--- src/rtl/uart_tx_fifo_if.sv ---
// Handshake bundle between the system-side writer, the TX byte FIFO and the UART transmitter.
// The slave modport is the FIFO's view; the master modport drives writes and the transmitter busy flag.
interface uart_tx_fifo_if #(
  parameter int DATA_WIDTH = 8,
  parameter int ADDR_W     = 4
);
  logic [DATA_WIDTH-1:0] wr_data;
  logic                  wr_en;
  logic                  flush;
  logic                  full;
  logic                  empty;
  logic [ADDR_W:0]       count;
  logic                  overflow;
  logic [DATA_WIDTH-1:0] tx_data;
  logic                  tx_data_valid;
  logic                  tx_busy;

  modport master (
    output wr_data, wr_en, flush, tx_busy,
    input  full, empty, count, overflow, tx_data, tx_data_valid
  );

  modport slave (
    input  wr_data, wr_en, flush, tx_busy,
    output full, empty, count, overflow, tx_data, tx_data_valid
  );
endinterface

--- src/rtl/uart_tx_fifo.sv ---
// Byte FIFO feeding a UART transmitter through its data/valid/busy handshake.
// A byte leaves the FIFO only once the transmitter raises busy in response to the issue pulse.
module uart_tx_fifo #(
  parameter int DATA_WIDTH = 8,
  parameter int DEPTH      = 16,
  parameter int ADDR_W     = 4
) (
  input  logic           clk,
  input  logic           rst_n,
  uart_tx_fifo_if.slave  bus
);

  localparam logic [ADDR_W:0]   FULL_COUNT = (ADDR_W+1)'(DEPTH);
  localparam logic [ADDR_W:0]   CNT_ONE    = {{ADDR_W{1'b0}}, 1'b1};
  localparam logic [ADDR_W-1:0] PTR_ONE    = {{(ADDR_W-1){1'b0}}, 1'b1};

  typedef enum logic [1:0] {
    IDLE,
    ISSUE,
    WAIT_ACK,
    WAIT_DONE
  } state_e;

  state_e                state_q, state_d;
  logic [ADDR_W-1:0]     wr_ptr_q, wr_ptr_d;
  logic [ADDR_W-1:0]     rd_ptr_q, rd_ptr_d;
  logic [ADDR_W:0]       count_q, count_d;
  logic                  overflow_q, overflow_d;
  logic [DATA_WIDTH-1:0] tx_data_q, tx_data_d;
  logic                  ack_wait_q, ack_wait_d;
  logic [DATA_WIDTH-1:0] mem_q [DEPTH];

  logic full;
  logic empty;
  logic pop;
  logic wr_accept;
  logic tx_data_valid;

  assign full  = (count_q == FULL_COUNT);
  assign empty = (count_q == '0);

  // Issue FSM; ack_wait marks the second and last WAIT_ACK cycle before the byte counts as rejected.
  always_comb begin
    state_d       = state_q;
    ack_wait_d    = 1'b0;
    tx_data_d     = tx_data_q;
    tx_data_valid = 1'b0;
    pop           = 1'b0;

    case (state_q)
      IDLE: begin
        if (!empty && !bus.tx_busy) begin
          state_d   = ISSUE;
          tx_data_d = mem_q[rd_ptr_q];
        end
      end
      ISSUE: begin
        tx_data_valid = 1'b1;
        state_d       = WAIT_ACK;
      end
      WAIT_ACK: begin
        if (bus.tx_busy) begin
          pop     = 1'b1;
          state_d = WAIT_DONE;
        end else if (ack_wait_q) begin
          state_d = IDLE;
        end else begin
          ack_wait_d = 1'b1;
        end
      end
      WAIT_DONE: begin
        if (!bus.tx_busy) begin
          state_d = IDLE;
        end
      end
      default: begin
        state_d = IDLE;
      end
    endcase

    if (bus.flush) begin
      state_d       = IDLE;
      ack_wait_d    = 1'b0;
      tx_data_d     = tx_data_q;
      tx_data_valid = 1'b0;
      pop           = 1'b0;
    end
  end

  // A write into a full FIFO still lands when the head is popped in the same cycle.
  always_comb begin
    wr_ptr_d   = wr_ptr_q;
    rd_ptr_d   = rd_ptr_q;
    count_d    = count_q;
    overflow_d = overflow_q;
    wr_accept  = bus.wr_en && (!full || pop) && !bus.flush;

    if (bus.flush) begin
      wr_ptr_d   = '0;
      rd_ptr_d   = '0;
      count_d    = '0;
      overflow_d = 1'b0;
    end else begin
      if (wr_accept) begin
        wr_ptr_d = wr_ptr_q + PTR_ONE;
      end
      if (pop) begin
        rd_ptr_d = rd_ptr_q + PTR_ONE;
      end
      case ({wr_accept, pop})
        2'b10:   count_d = count_q + CNT_ONE;
        2'b01:   count_d = count_q - CNT_ONE;
        default: count_d = count_q;
      endcase
      if (bus.wr_en && full && !pop) begin
        overflow_d = 1'b1;
      end
    end
  end

  always_ff @(posedge clk or negedge rst_n) begin
    if (!rst_n) begin
      state_q    <= IDLE;
      ack_wait_q <= 1'b0;
      wr_ptr_q   <= '0;
      rd_ptr_q   <= '0;
      count_q    <= '0;
      overflow_q <= 1'b0;
      tx_data_q  <= '0;
    end else begin
      state_q    <= state_d;
      ack_wait_q <= ack_wait_d;
      wr_ptr_q   <= wr_ptr_d;
      rd_ptr_q   <= rd_ptr_d;
      count_q    <= count_d;
      overflow_q <= overflow_d;
      tx_data_q  <= tx_data_d;
    end
  end

  // Storage needs no reset: an entry is only read after it has been written.
  always_ff @(posedge clk) begin
    if (wr_accept) begin
      mem_q[wr_ptr_q] <= bus.wr_data;
    end
  end

  assign bus.full          = full;
  assign bus.empty         = empty;
  assign bus.count         = count_q;
  assign bus.overflow      = overflow_q;
  assign bus.tx_data       = tx_data_q;
  assign bus.tx_data_valid = tx_data_valid;

endmodule

--- src/flat_wrapper.sv ---
// flat-port wrapper written by rule: the top's interface ports become plain ports
module uart_tx_fifo_flat 
#(
  parameter int DATA_WIDTH = 8,
  parameter int DEPTH      = 16,
  parameter int ADDR_W     = 4
)
  (clk, rst_n, bus_wr_data, bus_wr_en, bus_flush, bus_tx_busy, bus_full, bus_empty, bus_count, bus_overflow, bus_tx_data, bus_tx_data_valid);
  uart_tx_fifo_if #(.DATA_WIDTH(DATA_WIDTH), .ADDR_W(ADDR_W)) bus_i ();
  input  logic clk;
  input  logic rst_n;
  input wire logic [$bits(bus_i.wr_data)-1:0] bus_wr_data;
  input wire logic [$bits(bus_i.wr_en)-1:0] bus_wr_en;
  input wire logic [$bits(bus_i.flush)-1:0] bus_flush;
  input wire logic [$bits(bus_i.tx_busy)-1:0] bus_tx_busy;
  output wire logic [$bits(bus_i.full)-1:0] bus_full;
  output wire logic [$bits(bus_i.empty)-1:0] bus_empty;
  output wire logic [$bits(bus_i.count)-1:0] bus_count;
  output wire logic [$bits(bus_i.overflow)-1:0] bus_overflow;
  output wire logic [$bits(bus_i.tx_data)-1:0] bus_tx_data;
  output wire logic [$bits(bus_i.tx_data_valid)-1:0] bus_tx_data_valid;
  assign bus_i.wr_data = bus_wr_data;
  assign bus_i.wr_en = bus_wr_en;
  assign bus_i.flush = bus_flush;
  assign bus_i.tx_busy = bus_tx_busy;
  assign bus_full = bus_i.full;
  assign bus_empty = bus_i.empty;
  assign bus_count = bus_i.count;
  assign bus_overflow = bus_i.overflow;
  assign bus_tx_data = bus_i.tx_data;
  assign bus_tx_data_valid = bus_i.tx_data_valid;
  uart_tx_fifo #(.DATA_WIDTH(DATA_WIDTH), .DEPTH(DEPTH), .ADDR_W(ADDR_W)) u_core (.clk(clk), .rst_n(rst_n), .bus(bus_i));
endmodule
--- config.mk ---
export PLATFORM = sky130hd
export DESIGN_NAME = uart_tx_fifo_flat
export DESIGN_NICKNAME = d
export VERILOG_FILES = /design/src/rtl/uart_tx_fifo_if.sv /design/src/rtl/uart_tx_fifo.sv /design/src/flat_wrapper.sv
export SDC_FILE = /design/constraint.sdc
export NUM_CORES = 1
export LEC_CHECK = 0
export CAP_MARGIN = 5
export CORE_UTILIZATION = 42
export CTS_CLUSTER_DIAMETER = 50
export CTS_CLUSTER_SIZE = 20
export DETAILED_ROUTE_END_ITERATION = 8
export DONT_BUFFER_PORTS = 1
export GPL_ROUTABILITY_DRIVEN = 0
export PLACE_DENSITY = 0.62
export SYNTH_ARGS = -nofsm -noshare
export SYNTH_HDL_FRONTEND = slang
export SYNTH_SLANG_ARGS = --single-unit
--- constraint.sdc ---
create_clock -name clk -period 2.3 [get_ports clk]
set_input_delay 0.46 -clock clk [delete_from_list [all_inputs] [get_ports clk]]
set_output_delay 0.46 -clock clk [all_outputs]
set_load 0.005 [all_outputs]
==> metrics.txt <==
PwrDens=830.7 nW/um^2; worst path arrival time=1.72 ns; Die Wd=124.8 um; slew margin rel.=55.45%; ys flop type=edfxtp_1; Slew Viols, Final=0; Worst setup SP type=flop; max-cap violation count=0; Clk pwr share=41.4%; flop and latch count out of synthesis=153; register share of total power=53.3%; Final Hold Violating Endpoints=0; Port Buffers=0; EDFF count, synth=128; number of distinct library cells after synthesis=48; clock-pin slew on the worst setup and hold paths=0.06 ns; largest net degree at the start of global routing=34; CP Capture Type=output port; cell taking the most area after synthesis=edfxtp_1; synth warn=0; routed len/inst=20.68 um; Fin Clk Skew=0.01077 ns; CTS buffer count=17; first-pass detailed-route iteration total=9; Peak VDD IR=0.6470 mV; metal3 WL=846 um; violated checks=design-rule violations; dpl cells=550; share of the synthesized area in the top cell type=60.72%; Hold Buf Count CTS=2; Async S/R FF share, synth=16.34%; Worst Hold End=u_core.rd_ptr_q[1]; total clock sinks=153; Reg2Reg Setup Slack=0.15 ns; first-pass GRT wire length=18820 um; vias after detailed routing=3262; Hold Path Depth=1; worst hold start=bus_flush; Worst R2R End=u_core.bus.count[2]; # setup viols final=0; total length of routed met2 wires=6166 um; GRT Total Usage=16.95%; DP Wirelength=7499 um; Post-Syn Area=6330 sq um; post-CTS sizing=0; CP Data Required Time=1.84 ns; internal power=0.004639 W; CTS tree=done; top post-synthesis cells by area=edfxtp_1 61%, mux4_2 11%, dfrtp_1 9.9%, nor2_1 1.9%, o22ai_1 1.6%; I/O pins=30; Initial Util=43.22%; status=finished, violations left; Routed met1 length=4988 um; Final ANT Viol Nets=0; antenna violations before repair=0; CP Class=flop to output port; Final Critical Period=2.178 ns; Cell Count, Final, Fillers Out=584; register area share after synthesis=70.61%; R2R depth=7; Row Count=44; NetSw=0.001377 W; reg-to-reg critical path startpoint=u_core.state_q[0]; layout cells sized above 1=28.00%; core area=14640 sq um; Die Span Y=124.8 um; vias in the first global route=3361; fmax=459.0 MHz; Area Growth Syn to Fin=14.41%; number of vias per cell=5.586; Pleak=2.383 nW; Slew @ Worst Pin=0.6643 ns; Total Nets Final=407; Post-CTS Setup Repair Bufs=0; initial drt markers=194; combinational share of power=5.3%; diode count=0; final period utilization=94.71%; die area=15570 sq um; Synth Net Count=382; RSZ-0062 raised after global routing=no; Worst Hold Class=input pin to flop; final WL=12080 um; number of levels in the clock H-tree=4; CTS Root Cell=clkbuf_16; clk buf depth=2; Net Sw Frac=22.89%; residual overflow from global routing=0; setup_tns=0 ns; crit-path max FO=8; Syn Inst Count=362; DR top layer=met4; DRC Markers=6; worst-skew pair later-pin latency=0.43 ns; Avg Cell Area, Syn=17.49 sq um
==> logic make-up (layout without fill, tap and decap cells) <==
kind of cell | Yosys count | after routing | synth area share [%]
DFF | 153 | 153 | 70.61
and+or+nand+nor | 73 | 73 | 5.871
AOI/OAI and AO/OA | 51 | 51 | 5.673
muxes | 43 | 43 | 13.44
buffers and inverters | 29 | 67 | 2.194
adders and majority gates | 7 | 7 | 1.384
xor gates and xnor gates | 6 | 6 | 0.8302
==> Yosys cell counts, types with 3 or more instances <==
master    number
nand2_1       12
mux2_2         8
nand3_1        3
nand2b_1       4
clkbuf_1       8
a31oi_1        4
ha_1           7
inv_1          6
o22ai_1       16
mux4_2        32
o21ai_0        3
nor2_1        32
buf_4          4
dfrtp_1       25
buf_1          4
edfxtp_1     128
a21oi_1       12
buf_2          6
xnor2_1        4
nor3_1         8
==> cell usage in the layout, fill, tap and decap left out, types with 6 or more instances in the layout <==
master / netlist / layout
a21oi_1: 12 / 12
nor2_1: 32 / 31
mux2_2: 8 / 8
nor3_1: 8 / 6
ha_1: 7 / 7
dfrtp_1: 25 / 24
o22ai_1: 16 / 16
nand2_1: 12 / 12
inv_1: 6 / 6
buf_4: 4 / 25
mux4_2: 32 / 32
clkbuf_16: 0 / 17
edfxtp_1: 128 / 128
==> power groups by stage <==
stage,Combinational (W),Sequential (W),Clock (W)
2_1_floorplan,0.000239,0.00321,0
3_3_place_gp,0.000290,0.00326,0
3_5_place_dp,0.000300,0.00326,0
4_1_cts,0.000318,0.00321,0.00255
5_1_grt,0.000351,0.00322,0.00267
6_report,0.000316,0.00321,0.00249
==> worst max-delay path, cell delays in order (launching register included) <==
cell,delay (ns)
dfrtp_1,0.49
or4_4,0.61
nor2_1,0.21
==> worst max path at each step <==
stage	from	endpoint	cells past startpoint
final	u_core.bus.count[0]	bus_full	2
after global placement	bus_wr_en	u_core.bus.count[2]	7
after CTS	u_core.bus.count[1]	bus_full	2
after detailed placement	bus_wr_en	u_core.bus.count[2]	7
after floorplan	bus_tx_busy	u_core.mem_q[0][0]	5
after global routing	u_core.state_q[0]	u_core.mem_q[0][4]	7
==> per-layer routing <==
metal,GRT usage (%),vias up
met1,19.98,1696
met3,6.744,8
li1,-,1486
met5,0,-
met2,28.26,72
met4,5.664,0
==> registers in the layout, summed over array words and instances, names as in the netlist <==
| signal | flops |
|---|---|
| u_core.bus.tx_data | 8 |
| u_core.wr_ptr_q | 4 |
| u_core.bus.overflow | 1 |
| u_core.ack_wait_q | 1 |
| u_core.mem_q | 128 |
| u_core.bus.count | 5 |
| u_core.state_q | 2 |
| u_core.rd_ptr_q | 4 |
==> layout make-up <==
type	count	area, sq um
repair buffers	29	257.7
clock buffers	20	436.7
well taps	184	230.2
inverters	6	22.52
fillers	1221	7402
flip-flops and latches	153	4471
multi-input cells	180	1734
clock inverters	12	90.09
==> per-stage QoR <==
step           hold slack, ns  area [sq um]  setup WS [ns]  util, %  power, W
4_1_cts               0.07058          7242         0.1068    49.45  0.006074
3_5_place_dp           0.1650          6685        0.07322    45.65  0.003562
3_3_place_gp           0.1651          6685         0.1038    45.65  0.003550
6_report              0.09193          7242         0.1216    49.45  0.006016
5_1_grt               0.07247          7242        0.05245    49.45  0.006239
2_1_floorplan          0.1644          6342        -0.1180        -  0.003453
Note: power is estimated with default switching activity, not from simulation.
